`src/rtl/immgen_stage.sv`:
```
// immgen_stage: registered, valid/ready immediate generator for RV32/RV64.
// Define IMMGEN_SKID_EN to add a skid entry and a flop-driven in_ready.
module immgen_stage #(
  parameter int DATA_WIDTH = 32,
  parameter int TAG_WIDTH  = 32
) (
  input  logic                  clk,
  input  logic                  rst,
  input  logic                  in_valid,
  output logic                  in_ready,
  input  logic [31:0]           in_inst,
  input  logic [TAG_WIDTH-1:0]  in_tag,
  output logic                  out_valid,
  input  logic                  out_ready,
  output logic [31:0]           out_inst,
  output logic [TAG_WIDTH-1:0]  out_tag,
  output logic [DATA_WIDTH-1:0] out_imm,
  output logic [2:0]            out_fmt,
  output logic                  out_illegal
);

  localparam bit RV64 = (DATA_WIDTH == 64);

  localparam logic [2:0] FMT_NONE  = 3'd0;
  localparam logic [2:0] FMT_I     = 3'd1;
  localparam logic [2:0] FMT_S     = 3'd2;
  localparam logic [2:0] FMT_B     = 3'd3;
  localparam logic [2:0] FMT_U     = 3'd4;
  localparam logic [2:0] FMT_J     = 3'd5;
  localparam logic [2:0] FMT_SHAMT = 3'd6;
  localparam logic [2:0] FMT_CSRI  = 3'd7;

  typedef struct packed {
    logic [31:0]           inst;
    logic [TAG_WIDTH-1:0]  tag;
    logic [DATA_WIDTH-1:0] imm;
    logic [2:0]            fmt;
    logic                  ill;
  } entry_t;

  logic [4:0] opc;
  logic [2:0] f3;
  logic       quad_ok;

  assign opc     = in_inst[6:2];
  assign f3      = in_inst[14:12];
  assign quad_ok = &in_inst[1:0];

  logic is_ild, is_st, is_br, is_jal, is_u;
  logic is_op, is_op32, is_opi, is_opi32, is_sys;

  assign is_ild   = quad_ok && (opc == 5'b00000 ||
                                opc == 5'b00011 ||
                                opc == 5'b11001);
  assign is_st    = quad_ok && opc == 5'b01000;
  assign is_br    = quad_ok && opc == 5'b11000;
  assign is_jal   = quad_ok && opc == 5'b11011;
  assign is_u     = quad_ok && (opc == 5'b01101 ||
                                opc == 5'b00101);
  assign is_op    = quad_ok && opc == 5'b01100;
  assign is_op32  = quad_ok && opc == 5'b01110;
  assign is_opi   = quad_ok && opc == 5'b00100;
  assign is_opi32 = quad_ok && opc == 5'b00110;
  assign is_sys   = quad_ok && opc == 5'b11100;

  logic [DATA_WIDTH-1:0] imm_i, imm_s, imm_b;
  logic [DATA_WIDTH-1:0] imm_j, imm_u, imm_csr;
  logic [DATA_WIDTH-1:0] sh64, sh32;

  assign imm_i = DATA_WIDTH'($signed(in_inst[31:20]));
  assign imm_s = DATA_WIDTH'($signed(
                   {in_inst[31:25], in_inst[11:7]}));
  assign imm_b = DATA_WIDTH'($signed(
                   {in_inst[31], in_inst[7],
                    in_inst[30:25], in_inst[11:8],
                    1'b0}));
  assign imm_j = DATA_WIDTH'($signed(
                   {in_inst[31], in_inst[19:12],
                    in_inst[20], in_inst[30:21],
                    1'b0}));
  assign imm_u = DATA_WIDTH'($signed(
                   {in_inst[31:12], 12'b0}));
  assign imm_csr = DATA_WIDTH'(in_inst[19:15]);
  assign sh64    = DATA_WIDTH'(in_inst[25:20]);
  assign sh32    = DATA_WIDTH'(in_inst[24:20]);

  logic       is_sh;
  logic       sh64_ok, sh32_ok;
  logic [5:0] hi6;
  logic [6:0] hi7;

  assign is_sh = (f3[1:0] == 2'b01);
  assign hi6   = in_inst[31:26];
  assign hi7   = in_inst[31:25];

  // SRLI/SRAI allow only bit 30 above the shamt field.
  assign sh64_ok = f3[2] ? (hi6 == 6'b000000 ||
                            hi6 == 6'b010000)
                         : (hi6 == 6'b000000);
  assign sh32_ok = !in_inst[25] &&
                   (f3[2] ? (hi7 == 7'b0000000 ||
                             hi7 == 7'b0100000)
                          : (hi7 == 7'b0000000));

  logic [DATA_WIDTH-1:0] d_imm;
  logic [2:0]            d_fmt;
  logic                  d_ill;

  // Decode the incoming word into immediate, format and legality.
  always_comb begin
    d_imm = '0;
    d_fmt = FMT_NONE;
    d_ill = 1'b0;
    unique case (1'b1)
      is_ild: begin
        d_fmt = FMT_I;
        d_imm = imm_i;
      end
      is_st: begin
        d_fmt = FMT_S;
        d_imm = imm_s;
      end
      is_br: begin
        d_fmt = FMT_B;
        d_imm = imm_b;
      end
      is_jal: begin
        d_fmt = FMT_J;
        d_imm = imm_j;
      end
      is_u: begin
        d_fmt = FMT_U;
        d_imm = imm_u;
      end
      is_op: begin
        d_fmt = FMT_NONE;
      end
      is_op32: begin
        d_ill = !RV64;
      end
      is_opi: begin
        if (is_sh) begin
          if (RV64 ? sh64_ok : sh32_ok) begin
            d_fmt = FMT_SHAMT;
            d_imm = RV64 ? sh64 : sh32;
          end else begin
            d_ill = 1'b1;
          end
        end else begin
          d_fmt = FMT_I;
          d_imm = imm_i;
        end
      end
      is_opi32: begin
        if (!RV64) begin
          d_ill = 1'b1;
        end else if (is_sh) begin
          if (sh32_ok) begin
            d_fmt = FMT_SHAMT;
            d_imm = sh32;
          end else begin
            d_ill = 1'b1;
          end
        end else begin
          d_fmt = FMT_I;
          d_imm = imm_i;
        end
      end
      is_sys: begin
        if (f3 == 3'b100) begin
          d_ill = 1'b1;
        end else if (f3[2]) begin
          d_fmt = FMT_CSRI;
          d_imm = imm_csr;
        end else begin
          d_fmt = FMT_I;
          d_imm = imm_i;
        end
      end
      default: begin
        d_ill = 1'b1;
      end
    endcase
    if (d_ill) begin
      d_imm = '0;
      d_fmt = FMT_NONE;
    end
  end

  entry_t new_e;

  // Bundle the decoded result with its instruction and tag.
  always_comb begin
    new_e      = '0;
    new_e.inst = in_inst;
    new_e.tag  = in_tag;
    new_e.imm  = d_imm;
    new_e.fmt  = d_fmt;
    new_e.ill  = d_ill;
  end

  entry_t main_q, main_d;
  logic   mv_q, mv_d;
  logic   rdy_q, rdy_d;
  logic   in_fire, out_fire;

  assign in_fire  = in_valid && in_ready;
  assign out_fire = mv_q && out_ready;

`ifdef IMMGEN_SKID_EN
  entry_t skid_q, skid_d;
  logic   sv_q, sv_d;

  assign in_ready = rdy_q;

  // Main entry refills from skid first so order is kept.
  always_comb begin
    main_d = main_q;
    mv_d   = mv_q;
    skid_d = skid_q;
    sv_d   = sv_q;
    if (!mv_q || out_ready) begin
      if (sv_q) begin
        main_d = skid_q;
        mv_d   = 1'b1;
        sv_d   = 1'b0;
      end else begin
        mv_d = in_fire;
        if (in_fire) begin
          main_d = new_e;
        end
      end
    end else if (in_fire) begin
      skid_d = new_e;
      sv_d   = 1'b1;
    end
    rdy_d = !sv_d;
  end

  // Skid entry register.
  always_ff @(posedge clk or posedge rst) begin
    if (rst) begin
      skid_q <= '0;
      sv_q   <= 1'b0;
    end else begin
      skid_q <= skid_d;
      sv_q   <= sv_d;
    end
  end
`else
  assign in_ready = rdy_q && (!mv_q || out_ready);

  // Single entry: load on accept, empty on drain.
  always_comb begin
    main_d = main_q;
    mv_d   = mv_q;
    if (out_fire) begin
      mv_d = 1'b0;
    end
    if (in_fire) begin
      main_d = new_e;
      mv_d   = 1'b1;
    end
    rdy_d = 1'b1;
  end
`endif

  // Main entry and ready gate; ready stays low through reset.
  always_ff @(posedge clk or posedge rst) begin
    if (rst) begin
      main_q <= '0;
      mv_q   <= 1'b0;
      rdy_q  <= 1'b0;
    end else begin
      main_q <= main_d;
      mv_q   <= mv_d;
      rdy_q  <= rdy_d;
    end
  end

  assign out_valid   = mv_q;
  assign out_inst    = main_q.inst;
  assign out_tag     = main_q.tag;
  assign out_imm     = main_q.imm;
  assign out_fmt     = main_q.fmt;
  assign out_illegal = main_q.ill;

endmodule

```
`config.mk`:
```
export PLATFORM = sky130hd
export DESIGN_NAME = immgen_stage
export DESIGN_NICKNAME = d
export VERILOG_FILES = /design/src/rtl/immgen_stage.sv
export SDC_FILE = /design/constraint.sdc
export NUM_CORES = 1
export LEC_CHECK = 0
export CAP_MARGIN = 15
export CELL_PAD_IN_SITES_DETAIL_PLACEMENT = 2
export CELL_PAD_IN_SITES_GLOBAL_PLACEMENT = 2
export CORE_MARGIN = 5
export CORE_UTILIZATION = 26
export CTS_BUF_LIST = sky130_fd_sc_hd__clkbuf_4 sky130_fd_sc_hd__clkbuf_8
export DETAILED_ROUTE_END_ITERATION = 7
export GPL_ROUTABILITY_DRIVEN = 1
export PLACE_DENSITY_LB_ADDON = 0.1
export SLEW_MARGIN = 20
export SYNTH_ARGS = -nofsm -noshare
export SYNTH_HDL_FRONTEND = slang
export SYNTH_SLANG_ARGS = --single-unit
```
`constraint.sdc`:
```
create_clock -name clk -period 3.65 [get_ports clk]
set_input_delay 0.365 -clock clk [delete_from_list [all_inputs] [get_ports clk]]
set_output_delay 0.365 -clock clk [all_outputs]
set_load 0.02 [all_outputs]
```
=== Word-level counts from Yosys, hierarchy flattened ===
Cells that the tools add are included.

* Mux-type cells: 19
* Equality and inequality tests: 13
* Reduce and logical (&&, ||, !) cells: 24

{| class="wikitable"
|+ Operator list
! cell !! number
|-
| 32-bit case mux with 7 select lines || 1
|-
| 32-bit two-way mux || 4
|-
| 3-bit case mux with 7 select lines || 1
|-
| 5-bit == test (second input constant) || 4
|-
| 5-bit by 4-bit == test with 1-bit output (second input constant) || 3
|-
| 3-bit two-way mux || 5
|-
| 1-bit logical AND || 12
|-
| 5-bit by 3-bit == test with 1-bit output (second input constant) || 2
|-
| 7-bit by 6-bit == test with 1-bit output (second input constant) || 1
|-
| 7-bit logical NOT || 1
|-
| 1-bit two-way mux || 6
|-
| 6-bit OR reduction || 1
|-
| 5-bit by 2-bit == test with 1-bit output (second input constant) || 1
|-
| 5-bit logical NOT || 1
|-
| 1-bit logical OR || 5
|-
| 5-bit two-way mux || 1
|-
| 3-bit == test (second input constant) || 1
|-
| 1-bit case mux with 3 select lines || 1
|-
| 2-bit by 1-bit == test with 1-bit output (second input constant) || 1
|-
| 1-bit logical NOT || 2
|-
| 2-bit AND reduction || 1
|-
| 2-bit nonzero test || 1
|}

* Output and inout bits: 102
* Word-level logic and storage cells: 63
* Flip-flop bits (word level): 102

=== Logic depth before layout (Yosys ltp) ===
* Depth after elaboration: 8
* Depth in mapped cells: 8
* Depth with buffers taken out: 5

=== Worst setup path after synthesis ===
No wires, ideal clock.

* Path kind: in2reg
* Start point: in in_inst[5]
* End point: reg main_q (netlist bit out_imm[12])
* Data required time: 3497 ps
* Stages on the path: 8
* Library setup time: 153 ps
* Setup slack: 1916 ps
* Arrival time: 1581 ps
* Path through: buf_2 -> nand4bb_1 -> a311oi_1 -> o21bai_1 -> nand3_2 -> buf_6 -> buf_6 -> a22oi_1

* Longest elaborated chain between the ends: 7
* Elaborated cells between the ends (all ways): 26
* Classes of those cells: eq/ne (10); mux (3); reduce/logical (13)

{| class="wikitable"
|+ RTL lines
! what !! RTL line !! RTL
|-
| start: declaration || 11 || <nowiki>input logic [31:0] in_inst,</nowiki>
|-
| 5-bit by 2-bit == test with 1-bit output / 5-bit logical NOT (equally long branches) || 53, 52 ||
|-
| 1-bit logical OR || 52 || <nowiki>assign is_ild = quad_ok && (opc == 5'b00000 ||</nowiki>
|-
| 1-bit logical OR || 53 || <nowiki>opc == 5'b00011 ||</nowiki>
|-
| 1-bit logical AND || 52 ||
|-
| 6-bit OR reduction (no line) || -- ||
|-
| 1-bit case mux with 3 select lines || 114 || <nowiki>unique case (1'b1)</nowiki>
|-
| 32-bit two-way mux * || 184 || <nowiki>if (d_ill) begin</nowiki>
|-
| end signal: assignment || 275 || <nowiki>main_q <= main_d;</nowiki>
|-
| end: declaration || 202 || <nowiki>entry_t main_q, main_d;</nowiki>
|}

Every way passes the cells marked *; elsewhere a longest branch is shown, timed or not.
A chain may end at the register's enable or synchronous reset.

=== Final worst setup path ===
* Start point: in in_inst[26]
* End point: reg main_q (netlist bit out_imm[25])

* Longest elaborated chain between the ends: 8
* Elaborated cells between the ends (all ways): 9
* Classes of those cells: eq/ne (1); mux (5); reduce/logical (3)

{| class="wikitable"
|+ RTL lines
! what !! RTL line !! RTL
|-
| 7-bit by 6-bit == test with 1-bit output / 7-bit logical NOT (equally long branches) || 102, 101, 103 ||
|-
| 1-bit logical OR || 101 || <nowiki>(f3[2] ? (hi7 == 7'b0000000 ||</nowiki>
|-
| 1-bit two-way mux * || 101 ||
|-
| 1-bit logical AND * || 100 || <nowiki>assign sh32_ok = !in_inst[25] &&</nowiki>
|-
| 1-bit two-way mux * || 143 || <nowiki>if (RV64 ? sh64_ok : sh32_ok) begin</nowiki>
|-
| 1-bit two-way mux * || 142 || <nowiki>if (is_sh) begin</nowiki>
|-
| 1-bit case mux with 3 select lines * || 114 ||
|-
| 32-bit two-way mux * || 184 ||
|}

Marked as above.

==> impl_metrics.env <==
export IMPL_die_y_um=142
export IMPL_routed_wl_um=16700
export IMPL_n_antenna_cell=0
export IMPL_rows=48
export IMPL_grt_pass1_wl_um=26000
export IMPL_ant_nets=0
export IMPL_avgSynthCellArea_um2=9.35
export IMPL_cts_setup_buffers=0
export IMPL_endpoint_kind="flop"
export IMPL_hold_class="primary input to asynchronous set/reset pin"
export IMPL_ir_drop_v=0.000219
export IMPL_yosys_warnings=0
export IMPL_drive_gt1_frac=0.0681
export IMPL_cp_required_ns=3.92
export IMPL_clkSinkCount=102
export IMPL_worst_pin_slew_ns=0.770
export IMPL_synthArstFlopShare=1.00
export IMPL_die_width_um=142
export IMPL_slew_limit_headroom=0.487
export IMPL_grt_overflow=0
export IMPL_synth_edf_count=0
export IMPL_clockBufferDepth=2
export IMPL_synth_cell_types=50
export IMPL_ys_seq_area_frac=0.560
export IMPL_antenna_found_initial=0
export IMPL_dp_hpwl_um=12100
export IMPL_final_common_cell="nand2_1"
export IMPL_ys_ff_latch=102
export IMPL_grt_max_degree=119
export IMPL_dp_worst_setup_slack_ns=0.674
export IMPL_rsz0062_at_grt="no"
export IMPL_hold_buffers=0
export IMPL_cap_viol_max_count=0
export IMPL_drc_errors=0
export IMPL_slew_violations=0
export IMPL_first_global_vias=4591
export IMPL_power_frac_seq=0.466
export IMPL_hold_viol_final=0
export IMPL_grtUsageTotal=0.163
export IMPL_area_growth_pct=46.6
export IMPL_switching_share=0.300
export IMPL_wl_per_cell_um=19.1
export IMPL_io_buffers=169
export IMPL_skew_ns=0.0108
export IMPL_layout_min_cycle_time_ns=2.59
export IMPL_dieArea_um2=20300
export IMPL_cts_resized=0
export IMPL_finalPower_mw=2.80
export IMPL_fmax_ghz=0.385
export IMPL_first_iter_violations=118
export IMPL_synth_area_um2=4560
export IMPL_cts_htree_levels=3
export IMPL_num_vias=4090
export IMPL_firstDrtPassIters=4
export IMPL_combPwrFrac=0.254
export IMPL_routed_via_density=4.70
export IMPL_p_sw_mw=0.842
export IMPL_routabilityCongestion=0.809
export IMPL_tritoncts="built"
export IMPL_layout_worst_path_cycle_share=0.711
export IMPL_cellLeakagePower_nw=2.89
export IMPL_startpoint_type="primary input"
export IMPL_cts_root_buf="clkbuf_8"
export IMPL_worstSetupPathType="primary input to flop"
export IMPL_worstPathArrival_ns=2.86
export IMPL_intPower_mw=1.96
export IMPL_tns_ns=0
export IMPL_clkPwrFrac=0.279
export IMPL_coreArea_um2=17200
export IMPL_clk_latency_ns=0.37
export IMPL_clk_pin_slew_worst_paths_ns=0.10
export IMPL_final_cell_mix="nand2_1 (220), clkdlybuf4s50_1 (169), dfrtp_1 (102)"
export IMPL_cts_buffers=9
export IMPL_power_density_nw_per_um2=420
export IMPL_start_util=0.264
export IMPL_path_max_fanout=29
export IMPL_num_nets_final=709
export IMPL_fin_ws_ns=1.06
export IMPL_synth_cells=487
export IMPL_synth_ff_type="dfrtp_1"
export IMPL_finalSetupViolCount=0
export IMPL_ioPinCount=170
export IMPL_syn_nets=555
export IMPL_status="completed"
[final timing paths]
path / from / endpoint / slack [ns] / depth (start not counted)
worst max-delay path: in_inst[26] / out_imm[25] / 1.06 / 6
worst min register to register: out_tag[6] / out_tag[6] / 0.48 / 2
max in group asynchronous: rst / out_imm[18] / 2.47 / 3
worst min-delay path: rst / out_tag[14] / 0.46 / 2
worst max register to register: out_valid / out_imm[25] / 1.59 / 5
min in group clk: out_tag[6] / out_tag[6] / 0.48 / 2
[sequential cells by signal (all words and copies together) (netlist names)]
signal / count
out_imm: 32
out_illegal: 1
out_valid: 1
out_tag: 32
rdy_q: 1
out_fmt: 3
out_inst: 32
[per-stage QoR]
stage / cells / instance area, um^2 / util / hold slack, ns
floorplan: 487 / 4560 / - / 0.470
global placement: 855 / 6460 / 0.375 / 0.456
detailed placement: 855 / 6460 / 0.375 / 0.463
CTS: 871 / 6680 / 0.387 / 0.484
global route: 871 / 6680 / 0.387 / 0.501
finish: 871 / 6680 / 0.387 / 0.458
[worst max-delay path: stages]
cell,delay (ns)
clkdlybuf4s50_1,0.48
nor4_1,0.60
a311oi_1,0.18
o21bai_1,0.22
nand3_2,0.60
a22oi_1,0.41
[layout make-up]
| type | instances | area, um^2 |
|---|---|---|
| multi-input combinational | 351 | 1860 |
| clock inverter | 2 | 38.8 |
| sequential | 102 | 2550 |
| clock buffer | 14 | 180 |
| fill | 1865 | 10600 |
| tap | 225 | 282 |
| inverter | 3 | 13.8 |
| timing repair buffer | 174 | 1750 |
[Yosys cell counts (2+ instances only)]
| library cell | instances | area, um^2 |
|---|---|---|
| buf_4 | 2 | 15.0 |
| clkbuf_1 | 15 | 56.3 |
| buf_2 | 7 | 35.0 |
| o21ai_1 | 3 | 15.0 |
| nand3_1 | 2 | 10.0 |
| nor2_1 | 9 | 33.8 |
| nor3b_1 | 2 | 15.0 |
| dfrtp_1 | 102 | 2550 |
| a21boi_0 | 9 | 67.6 |
| buf_1 | 4 | 15.0 |
| nand3b_1 | 2 | 15.0 |
| a21oi_1 | 6 | 30.0 |
| a31oi_1 | 2 | 12.5 |
| nand2b_1 | 3 | 18.8 |
| o31ai_2 | 2 | 25.0 |
| nor4_1 | 3 | 18.8 |
| or2_1 | 2 | 12.5 |
| nor3_1 | 2 | 10.0 |
| buf_6 | 3 | 33.8 |
| o21ai_0 | 11 | 55.1 |
| a22o_1 | 8 | 70.1 |
| a22oi_1 | 30 | 225 |
| nand4bb_1 | 2 | 22.5 |
| a22oi_2 | 5 | 62.6 |
| nand2_1 | 220 | 826 |
| a222oi_1 | 5 | 50.1 |
| inv_1 | 3 | 11.3 |
[power by group through the flow]
stage	registers [mW]	clock network [mW]	logic, mW
6_report	1.31	0.783	0.713
3_3_place_gp	1.32	0	0.711
2_1_floorplan	1.47	0	0.177
3_5_place_dp	1.33	0	0.728
5_1_grt	1.32	0.870	0.769
4_1_cts	1.31	0.820	0.731
[kinds of logic (layout without fill, tap and decap cells)]
kind of cell           Yosys count  after routing  share of synthesized area
other                            1              1                   0.000823
multiplexers                     1              1                    0.00247
AND/OR/NAND/NOR                259            259                      0.240
AO/OA/AOI/OAI                   90             90                      0.160
flip-flops                     102            102                      0.560
buffers and inverters           34            193                     0.0365
[routing by layer]
layer	up-vias	routed length [um]	track usage
li1	1946	-	-
met4	0	166	0.0420
met2	101	8280	0.283
met1	2033	7040	0.199
met3	10	1180	0.0484
met5	-	0	0
(Power assumes the default switching activity.)
